$ cat src/rtl/div_sequencer_pkg.sv
// Shared definitions for the divide sequencer: default sizes and FSM encoding.
package div_sequencer_pkg;

  localparam int DIV_WIDTH       = 32;
  localparam int DIV_LATENCY_DEF = 33;

  typedef enum logic [1:0] {
    ST_IDLE   = 2'd0,
    ST_RUN    = 2'd1,
    ST_COMMIT = 2'd2,
    ST_ZERO   = 2'd3
  } div_state_e;

endpackage

$ cat src/rtl/div_sequencer_if.sv
// Bundle of control-unit, divider-core and HI/LO access signals around the sequencer.
interface div_sequencer_if
  import div_sequencer_pkg::*;
#(
  parameter int WIDTH = DIV_WIDTH
);

  // control unit request
  logic             start;
  logic             is_signed;
  logic [WIDTH-1:0] dividend;
  logic [WIDTH-1:0] divisor;

  // divider core
  logic             div_en;
  logic [WIDTH-1:0] div_dividend;
  logic [WIDTH-1:0] div_divisor;
  logic [WIDTH-1:0] div_rem_in;
  logic [WIDTH-1:0] div_quo_in;
  logic             div_zero_in;

  // HI/LO access and status
  logic             hi_we;
  logic             lo_we;
  logic [WIDTH-1:0] wdata;
  logic [WIDTH-1:0] hi;
  logic [WIDTH-1:0] lo;
  logic             busy;
  logic             done;
  logic             div_zero;

  modport master (
    output start, is_signed, dividend, divisor,
    output div_rem_in, div_quo_in, div_zero_in,
    output hi_we, lo_we, wdata,
    input  div_en, div_dividend, div_divisor,
    input  hi, lo, busy, done, div_zero
  );

  modport slave (
    input  start, is_signed, dividend, divisor,
    input  div_rem_in, div_quo_in, div_zero_in,
    input  hi_we, lo_we, wdata,
    output div_en, div_dividend, div_divisor,
    output hi, lo, busy, done, div_zero
  );

endinterface

$ cat src/rtl/div_sequencer_sign_fix.sv
// Conditional two's-complement negate: used for operand magnitudes and result sign correction.
module div_sequencer_sign_fix #(
  parameter int WIDTH = 32
) (
  input  logic             neg_i,
  input  logic [WIDTH-1:0] data_i,
  output logic [WIDTH-1:0] data_o
);

  // Negation wraps, so the most negative value maps to itself.
  assign data_o = neg_i ? ((~data_i) + WIDTH'(1)) : data_i;

endmodule

$ cat src/rtl/div_sequencer.sv
// Divide sequencer: feeds operand magnitudes to the multicycle restoring divider,
// sign-corrects its results into HI/LO, owns mthi/mtlo and flags divide by zero.
module div_sequencer
  import div_sequencer_pkg::*;
#(
  parameter int WIDTH       = DIV_WIDTH,
  parameter int DIV_LATENCY = DIV_LATENCY_DEF
) (
  input logic            clk,
  input logic            reset,
  div_sequencer_if.slave bus
);

  localparam int               CNT_W    = $clog2(DIV_LATENCY + 1);
  localparam logic [CNT_W-1:0] LAST_CNT = CNT_W'(DIV_LATENCY - 1);

  div_state_e       state_q, state_d;
  logic [CNT_W-1:0] count_q, count_d;
  logic [WIDTH-1:0] dvd_q, dvd_d;
  logic [WIDTH-1:0] dvs_q, dvs_d;
  logic             q_neg_q, q_neg_d;
  logic             r_neg_q, r_neg_d;
  logic [WIDTH-1:0] hi_q, hi_d;
  logic [WIDTH-1:0] lo_q, lo_d;

  logic             dvd_neg, dvs_neg;
  logic [WIDTH-1:0] dvd_abs, dvs_abs;
  logic [WIDTH-1:0] rem_fix, quo_fix;

  // Operands are only treated as negative for the signed (DIV) form.
  assign dvd_neg = bus.is_signed & bus.dividend[WIDTH-1];
  assign dvs_neg = bus.is_signed & bus.divisor[WIDTH-1];

  div_sequencer_sign_fix #(.WIDTH(WIDTH)) u_abs_dvd (
    .neg_i  (dvd_neg),
    .data_i (bus.dividend),
    .data_o (dvd_abs)
  );

  div_sequencer_sign_fix #(.WIDTH(WIDTH)) u_abs_dvs (
    .neg_i  (dvs_neg),
    .data_i (bus.divisor),
    .data_o (dvs_abs)
  );

  // Remainder takes the dividend's sign, quotient the XOR of both signs.
  div_sequencer_sign_fix #(.WIDTH(WIDTH)) u_fix_rem (
    .neg_i  (r_neg_q),
    .data_i (bus.div_rem_in),
    .data_o (rem_fix)
  );

  div_sequencer_sign_fix #(.WIDTH(WIDTH)) u_fix_quo (
    .neg_i  (q_neg_q),
    .data_i (bus.div_quo_in),
    .data_o (quo_fix)
  );

  // Next-state logic: FSM, iteration counter, operand latch and HI/LO updates.
  always_comb begin
    state_d = state_q;
    count_d = count_q;
    dvd_d   = dvd_q;
    dvs_d   = dvs_q;
    q_neg_d = q_neg_q;
    r_neg_d = r_neg_q;
    hi_d    = hi_q;
    lo_d    = lo_q;
    case (state_q)
      ST_IDLE: begin
        if (bus.hi_we) hi_d = bus.wdata;
        if (bus.lo_we) lo_d = bus.wdata;
        if (bus.start) begin
          if (bus.divisor == '0) begin
            state_d = ST_ZERO;
          end else begin
            dvd_d   = dvd_abs;
            dvs_d   = dvs_abs;
            q_neg_d = dvd_neg ^ dvs_neg;
            r_neg_d = dvd_neg;
            count_d = '0;
            state_d = ST_RUN;
          end
        end
      end
      ST_RUN: begin
        if (bus.div_zero_in) begin
          state_d = ST_ZERO;
        end else begin
          count_d = count_q + CNT_W'(1);
          if (count_q == LAST_CNT) state_d = ST_COMMIT;
        end
      end
      ST_COMMIT: begin
        hi_d    = rem_fix;
        lo_d    = quo_fix;
        state_d = ST_IDLE;
      end
      ST_ZERO: begin
        state_d = ST_IDLE;
      end
      default: begin
        state_d = ST_IDLE;
      end
    endcase
  end

  // State registers with asynchronous active-low reset.
  always_ff @(posedge clk or negedge reset) begin
    if (!reset) begin
      state_q <= ST_IDLE;
      count_q <= '0;
      dvd_q   <= '0;
      dvs_q   <= '0;
      q_neg_q <= 1'b0;
      r_neg_q <= 1'b0;
      hi_q    <= '0;
      lo_q    <= '0;
    end else begin
      state_q <= state_d;
      count_q <= count_d;
      dvd_q   <= dvd_d;
      dvs_q   <= dvs_d;
      q_neg_q <= q_neg_d;
      r_neg_q <= r_neg_d;
      hi_q    <= hi_d;
      lo_q    <= lo_d;
    end
  end

  // Status and core controls decode straight from the registered state.
  assign bus.div_en       = (state_q == ST_RUN);
  assign bus.busy         = (state_q != ST_IDLE);
  assign bus.done         = (state_q == ST_COMMIT);
  assign bus.div_zero     = (state_q == ST_ZERO);
  assign bus.div_dividend = dvd_q;
  assign bus.div_divisor  = dvs_q;
  assign bus.hi           = hi_q;
  assign bus.lo           = lo_q;

endmodule

$ cat src/flat_wrapper.sv
// flat-port wrapper written by rule: the top's interface ports become plain ports
module div_sequencer_flat import div_sequencer_pkg::*;
#(
  parameter int WIDTH       = DIV_WIDTH,
  parameter int DIV_LATENCY = DIV_LATENCY_DEF
)
  (clk, reset, bus_start, bus_is_signed, bus_dividend, bus_divisor, bus_div_rem_in, bus_div_quo_in, bus_div_zero_in, bus_hi_we, bus_lo_we, bus_wdata, bus_div_en, bus_div_dividend, bus_div_divisor, bus_hi, bus_lo, bus_busy, bus_done, bus_div_zero);
  div_sequencer_if #(.WIDTH(WIDTH)) bus_i ();
  input logic clk;
  input logic reset;
  input wire logic [$bits(bus_i.start)-1:0] bus_start;
  input wire logic [$bits(bus_i.is_signed)-1:0] bus_is_signed;
  input wire logic [$bits(bus_i.dividend)-1:0] bus_dividend;
  input wire logic [$bits(bus_i.divisor)-1:0] bus_divisor;
  input wire logic [$bits(bus_i.div_rem_in)-1:0] bus_div_rem_in;
  input wire logic [$bits(bus_i.div_quo_in)-1:0] bus_div_quo_in;
  input wire logic [$bits(bus_i.div_zero_in)-1:0] bus_div_zero_in;
  input wire logic [$bits(bus_i.hi_we)-1:0] bus_hi_we;
  input wire logic [$bits(bus_i.lo_we)-1:0] bus_lo_we;
  input wire logic [$bits(bus_i.wdata)-1:0] bus_wdata;
  output wire logic [$bits(bus_i.div_en)-1:0] bus_div_en;
  output wire logic [$bits(bus_i.div_dividend)-1:0] bus_div_dividend;
  output wire logic [$bits(bus_i.div_divisor)-1:0] bus_div_divisor;
  output wire logic [$bits(bus_i.hi)-1:0] bus_hi;
  output wire logic [$bits(bus_i.lo)-1:0] bus_lo;
  output wire logic [$bits(bus_i.busy)-1:0] bus_busy;
  output wire logic [$bits(bus_i.done)-1:0] bus_done;
  output wire logic [$bits(bus_i.div_zero)-1:0] bus_div_zero;
  assign bus_i.start = bus_start;
  assign bus_i.is_signed = bus_is_signed;
  assign bus_i.dividend = bus_dividend;
  assign bus_i.divisor = bus_divisor;
  assign bus_i.div_rem_in = bus_div_rem_in;
  assign bus_i.div_quo_in = bus_div_quo_in;
  assign bus_i.div_zero_in = bus_div_zero_in;
  assign bus_i.hi_we = bus_hi_we;
  assign bus_i.lo_we = bus_lo_we;
  assign bus_i.wdata = bus_wdata;
  assign bus_div_en = bus_i.div_en;
  assign bus_div_dividend = bus_i.div_dividend;
  assign bus_div_divisor = bus_i.div_divisor;
  assign bus_hi = bus_i.hi;
  assign bus_lo = bus_i.lo;
  assign bus_busy = bus_i.busy;
  assign bus_done = bus_i.done;
  assign bus_div_zero = bus_i.div_zero;
  div_sequencer #(.WIDTH(WIDTH), .DIV_LATENCY(DIV_LATENCY)) u_core (.clk(clk), .reset(reset), .bus(bus_i));
endmodule
$ cat config.mk
export PLATFORM = sky130hd
export DESIGN_NAME = div_sequencer_flat
export DESIGN_NICKNAME = d
export VERILOG_FILES = /design/src/rtl/div_sequencer_pkg.sv /design/src/rtl/div_sequencer_if.sv /design/src/rtl/div_sequencer_sign_fix.sv /design/src/rtl/div_sequencer.sv /design/src/flat_wrapper.sv
export SDC_FILE = /design/constraint.sdc
export NUM_CORES = 1
export LEC_CHECK = 0
export BUFFER_PORTS_ARGS = -buffer_cell sky130_fd_sc_hd__buf_2
export CELL_PAD_IN_SITES_DETAIL_PLACEMENT = 0
export CELL_PAD_IN_SITES_GLOBAL_PLACEMENT = 2
export CORE_ASPECT_RATIO = 1.2
export CORE_MARGIN = 3
export CORE_UTILIZATION = 29
export CTS_CLUSTER_SIZE = 30
export DETAILED_ROUTE_END_ITERATION = 8
export PLACE_DENSITY = 0.85
export SYNTH_ARGS = -nofsm -noshare
export SYNTH_HDL_FRONTEND = slang
export SYNTH_SLANG_ARGS = --single-unit
$ cat constraint.sdc
create_clock -name clk -period 2.8 [get_ports clk]
set_clock_uncertainty 0.1 [all_clocks]
set_input_delay 0.28 -clock clk [delete_from_list [all_inputs] [get_ports clk]]
set_output_delay 0.28 -clock clk [all_outputs]
set_load 0.005 [all_outputs]
=== Yosys cells after proc, flatten, opt, wreduce, memory -nomap -nowiden ===
Index checks and enable logic that the tools add are counted.

* Register bits after elaboration: 138
* Input bits: 167
* Output and inout port bits: 132
* Word-level logic and storage cells: 59

* Add/subtract/negate cells: 5
* Equality and inequality tests: 10
* Multiplexer cells: 17
* Bitwise logic cells: 8
* Reduce and logical (&&, ||, !) cells: 11

{| class="wikitable"
|+ Operators with widths
! kind !! count
|-
| 32-bit 2-to-1 mux || 6
|-
| 32-bit by 1-bit adder with 32-bit output (second input constant) || 4
|-
| 32-bit NOT || 4
|-
| 32-bit case mux with 2 select lines || 2
|-
| 32-bit zero test || 1
|-
| 6-bit 2-to-1 mux || 3
|-
| 6-bit case mux with 2 select lines || 1
|-
| 2-bit inequality test (second input constant) || 5
|-
| 2-bit 2-to-1 mux || 4
|-
| 6-bit by 1-bit adder with 6-bit output (second input constant) || 1
|-
| 6-bit == test (second input constant) || 1
|-
| 2-bit case mux with 3 select lines || 1
|-
| 2-bit AND reduction || 3
|-
| 2-bit nonzero test || 3
|-
| 2-bit == test (second input constant) || 2
|-
| 4-bit AND reduction || 1
|-
| 3-bit by 2-bit inequality test with 1-bit output (second input constant) || 1
|-
| 3-bit AND reduction || 1
|-
| 1-bit bitwise AND || 2
|-
| 2-bit by 1-bit == test with 1-bit output (second input constant) || 1
|-
| 2-bit zero test || 1
|-
| 2-bit OR reduction || 1
|-
| 1-bit NOT || 1
|-
| 1-bit bitwise XOR || 1
|}

=== Depth between registers and ports, before layout ===
* Word-level depth: 4
* Depth in mapped cells: 9
* Gate-level depth less buffers: 7

=== Modules after synthesis ===
From an unflattened synthesis, not the netlist that was laid out.

* Cells, all modules: 920
* Area, all modules: 9191.3 um^2

{| class="wikitable"
|+ Modules (own cells, without submodules)
! module !! instances !! cells each !! area an instance (um^2) !! seq. area each (um^2)
|-
| div_sequencer || 1 || 524 || 6083.3 || 3453.3
|-
| div_sequencer_sign_fix || 4 || 99 || 777.0 || 0.0
|}

=== Worst setup path after synthesis ===
No wires, ideal clock.

* Path type: in2reg
* Start: input bus_divisor[16]
* End: register u_core.dvs_q[29], in the netlist u_core.bus.div_divisor[29]
* Library setup time: 126 ps
* Arrival: 1957 ps
* Required time: 2574 ps
* Slack: 618 ps
* Cell stages on the path: 6
* Path buffers: 1
* Cells stage by stage: or4_4 or4_4 buf_6 o41ai_4 xor2_1 a21oi_1

* Longest elaborated chain between the ends: 3

{| class="wikitable"
|+ Ends and longest elaborated chain
! item !! RTL line !! RTL
|-
| start, declared || flat_wrapper.sv:14 || <nowiki>input wire logic [$bits(bus_i.divisor)-1:0] bus_divisor;</nowiki>
|-
| 32-bit NOT or 32-bit zero test (tied branches) || div_sequencer_sign_fix.sv:11, div_sequencer.sv:74 ||
|-
| 32-bit by 1-bit adder with 32-bit output or 1-bit NOT (tied branches) || -- ||
|-
| 32-bit 2-to-1 mux or 3-bit AND reduction (tied branches) || -- ||
|-
| end signal, assigned || div_sequencer.sv:123 || <nowiki>dvs_q <= dvs_d;</nowiki>
|-
| end, declared || div_sequencer.sv:20 || <nowiki>logic [WIDTH-1:0] dvs_q, dvs_d;</nowiki>
|}

Parallel ways exist; a longest one is shown, timed or not.
A chain may end at the register's enable or synchronous reset.

=== Worst setup path after layout ===
* Start: input bus_div_rem_in[26]
* End: register u_core.hi_q[29], in the netlist u_core.bus.hi[29]

* Longest elaborated chain between the ends: 4

{| class="wikitable"
|+ Ends and longest elaborated chain
! item !! RTL line !! RTL
|-
| start, declared || flat_wrapper.sv:15 || <nowiki>input wire logic [$bits(bus_i.div_rem_in)-1:0] bus_div_rem_in;</nowiki>
|-
| 32-bit NOT || div_sequencer_sign_fix.sv:11 || <nowiki>assign data_o = neg_i ? ((~data_i) + WIDTH'(1)) : data_i;</nowiki>
|-
| 32-bit by 1-bit adder with 32-bit output || div_sequencer_sign_fix.sv:11 ||
|-
| 32-bit 2-to-1 mux || div_sequencer_sign_fix.sv:11 ||
|-
| 32-bit case mux with 2 select lines || div_sequencer.sv:69 || <nowiki>case (state_q)</nowiki>
|-
| end signal, assigned || div_sequencer.sv:126 || <nowiki>hi_q <= hi_d;</nowiki>
|-
| end, declared || div_sequencer.sv:23 || <nowiki>logic [WIDTH-1:0] hi_q, hi_d;</nowiki>
|}

Every way passes these cells.

==> flow_summary.yaml <==
run_status:
  status: "complete, no violations"
yosys:
  synth_cells: 982
  syn-cell-area_um2: 8470
  synth.area.mux_share_pct: 1.34
  async_reset_ff_share_pct: 100
  synth_top_family_by_area: "compound AO/OA/AOI/OAI gates"
  synth_seq_cells: 138
  synth_cell_types: 57
  syn_nets: 1155
  ys_seq_area_share_pct: 40.8
  synth_flop_cell: "dfrtp_1"
  synth_edf_count: 0
  post_synth_fa_ha_maj_area_fraction_pct: 0.886
  synth_xor_area_share_pct: 11.1
  synth-simple-area-share_pct: 20.8
  synth_area_per_cell_um2: 8.63
  ys_warn_count: 0
  synth_compound_area_share_pct: 20.9
worst_setup_path:
  regToRegSetupSlack_ns: 0.68
  cpMostUsedCell: "or3_1"
  critPathMaxStageDelay_ns: 0.61
  path_buf_inv: 2
  crit_type: "in -> reg"
  crit_chain: "dlygate4sd3_1 > buf_2 > or4_1 > or3_1 > o41ai_1 > nor3_1 > or3_1"
  startpoint: "bus_div_rem_in[26]"
  crit_fanout: 5
  worst_setup_path_end_kind: "flip-flop"
  ff2ff_path_depth: 5
  cp_slowest_cell: "or4_1"
  r2r-start: "u_core.state_q[1]"
  worst_r2r_endpoint: "u_core.bus.hi[19]"
  cp_data_required_time_ns: 3.00
  arrival_ns: 2.73
  worstSetupStartpointType: "primary input"
  crit_family: "simple AND/OR/NAND/NOR gates"
global_routing:
  use_met2_pct: 33.5
  grt_pass1_wl_um: 48900
  met3_usage_pct: 6.76
  grt_max_degree: 86
  grt.overflow.total: 0
  grt_busiest_layer: "met2"
  gr-usage-all-layers_pct: 19.9
  first_global_vias: 8437
  grt_util_met1_pct: 24.0
  antenna_found_initial: 5
clock_network:
  clockBufferDepth: 2
  hold_buffers: 2
  postCtsSetupBuffers: 0
  cts_resized: 0
  clk_pin_slew_ns: 0.07
  htree_levels: 4
  cts.sinks: 138
  cts_buffers: 17
  cts-root-buf: "clkbuf_16"
  cts_tree: "built"
  clk_latency_ns: 0.42
detailed_routing:
  detail-route-antenna-nets: 0
  vias: 8420
  drt_iter0_markers: 585
  via_per_inst: 5.08
  routed_wl_um: 31600
  routedWlPerCell_um: 19.1
  drc: 0
  drt_pass1_iterations: 5
hold_path:
  hold_path.class: "in -> reg"
  hold_end: "u_core.bus.lo[25]"
  holdPathStages: 3
  min-delay-start: "bus_wdata[25]"
pwr:
  intPower_w: 0.00627
  switching_share_pct: 39.5
  power.leakage_nw: 4.79
  p_seq_share_pct: 34.1
  comb_power_share_pct: 44.1
  power_switching_w: 0.00410
  power.density_nw_per_um2: 940
  ir_drop_uv: 430
  p_clk_share_pct: 21.9
sta:
  tightest_slew_ns: 0.780
  hold_viol: 0
  finalSetupTns_ns: 0
  slew_violations: 0
  setup_ws_ns: 0.264
  fin_crit_ns: 2.54
  fmax_mhz: 394
  fin_crit_sh_pct: 90.6
  finalSetupViolCount: 0
  max-slew-margin-rel_pct: 47.9
  rsz0062_at_grt: "no"
floorplanning:
  die_y_um: 193
  initial_core_util_pct: 29.9
  rows: 67
  die-area_um2: 31300
  die_x_um: 162
  io_pins: 299
  core_um2: 28300
final_layout:
  syn2layout_area_growth_pct: 30.3
  nets: 1436
  layout_common_cells: "buf_2, dfrtp_1, nor2_1, a21oi_1, nand2_1"
  postLayoutCellArea_um2: 11000
  drive_gt1_share_pct: 30.2
  final_util_pct: 39.0
  final_common_cell: "buf_2"
job:
  drv_cap: 0
placement:
  dp_hpwl_um: 24300
  dp_slack_ns: 0.310
  gp_congestion: 0.852
  io_buffers: 298
  place_area_um2: 10400
per-stage QoR:
stage	total power, W	instances	hold slack [ns]
2_1_floorplan	0.00605	982	-0.116
3_3_place_gp	0.00816	1621	0.0349
3_5_place_dp	0.00822	1621	0.0352
4_1_cts	0.0105	1655	0.00551
5_1_grt	0.0113	1656	0.0345
6_report	0.0104	1656	0.0230
worst register-to-register path: cells and delay by family, from the launching register on:
kind / cells / cell delay [ns]
flops: 1 / 0.49
simple gates: 3 / 1.00
compound gates: 2 / 0.39
cell type report:
class                      instances  area (µm²)
fill                            3012       17300
multi-input combinational        756        4690
sequential                       138        3450
timing repair buffer             329        1770
tap                              379         474
clock buffer                      22         454
clock inverter                    10         119
inverter                          21        78.8
antenna                            1        2.50
worst max path at each step:
stage                            endpoint  slack (ns)  cells past startpoint
6_report                u_core.bus.hi[29]        0.26                      7
5_1_grt                 u_core.bus.hi[29]        0.09                      7
4_1_cts                 u_core.bus.hi[29]        0.28                      7
3_5_place_dp            u_core.bus.hi[20]        0.31                      8
3_3_place_gp            u_core.bus.hi[20]        0.32                      8
2_1_floorplan  u_core.bus.div_divisor[29]        0.62                      6
Yosys cell counts, types with 8 or more instances:
| master | count | area [µm²] |
|---|---|---|
| buf_2 | 12 | 60.1 |
| o21ai_0 | 40 | 200 |
| dfrtp_1 | 138 | 3450 |
| nor3_1 | 23 | 115 |
| nand2_1 | 73 | 274 |
| or2_2 | 11 | 68.8 |
| xor2_1 | 66 | 578 |
| nor4_1 | 13 | 81.3 |
| a21oi_1 | 97 | 485 |
| or3_1 | 24 | 150 |
| nor2_1 | 132 | 495 |
| mux2i_1 | 8 | 80.1 |
| or4_1 | 12 | 90.1 |
| nand3_1 | 19 | 95.1 |
| clkbuf_1 | 47 | 176 |
| inv_1 | 20 | 75.1 |
| o41ai_1 | 20 | 175 |
| and3_1 | 12 | 75.1 |
| and2_1 | 8 | 50.1 |
| o31ai_1 | 45 | 338 |
| xnor2_1 | 41 | 359 |
| nand4_1 | 11 | 68.8 |
| o21ai_1 | 14 | 70.1 |
| a31oi_1 | 16 | 100 |
cells by family (layout without fill, tap and decap cells):
family	after synthesis	in the layout
compound gates	271	271
simple gates	361	361
fa+ha+maj	6	6
xor+xnor	107	107
buf+inv	88	382
flops	138	138
mux	11	11
other cells	0	1
power groups by stage:
stage / registers [W] / clock network (W) / logic (W)
finish: 0.00353 / 0.00227 / 0.00457
global route: 0.00367 / 0.00242 / 0.00519
CTS: 0.00355 / 0.00233 / 0.00467
detailed placement: 0.00356 / 0 / 0.00466
global placement: 0.00355 / 0 / 0.00460
floorplan: 0.00357 / 0 / 0.00248
state kept, by name, summed over array words and instances (netlist names):
signal                   flops
u_core.bus.lo               32
u_core.bus.hi               32
u_core.q_neg_q               1
u_core.state_q               2
u_core.bus.div_divisor      32
u_core.r_neg_q               1
u_core.bus.div_dividend     32
u_core.count_q               6
layer usage:
metal  vias up  share of wire, %
li1       4109                 -
met1      3944                41
met2       322                48
met3        37               8.7
met4         8               2.4
met5         -              0.17
Note: power is estimated with default switching activity, not from simulation.
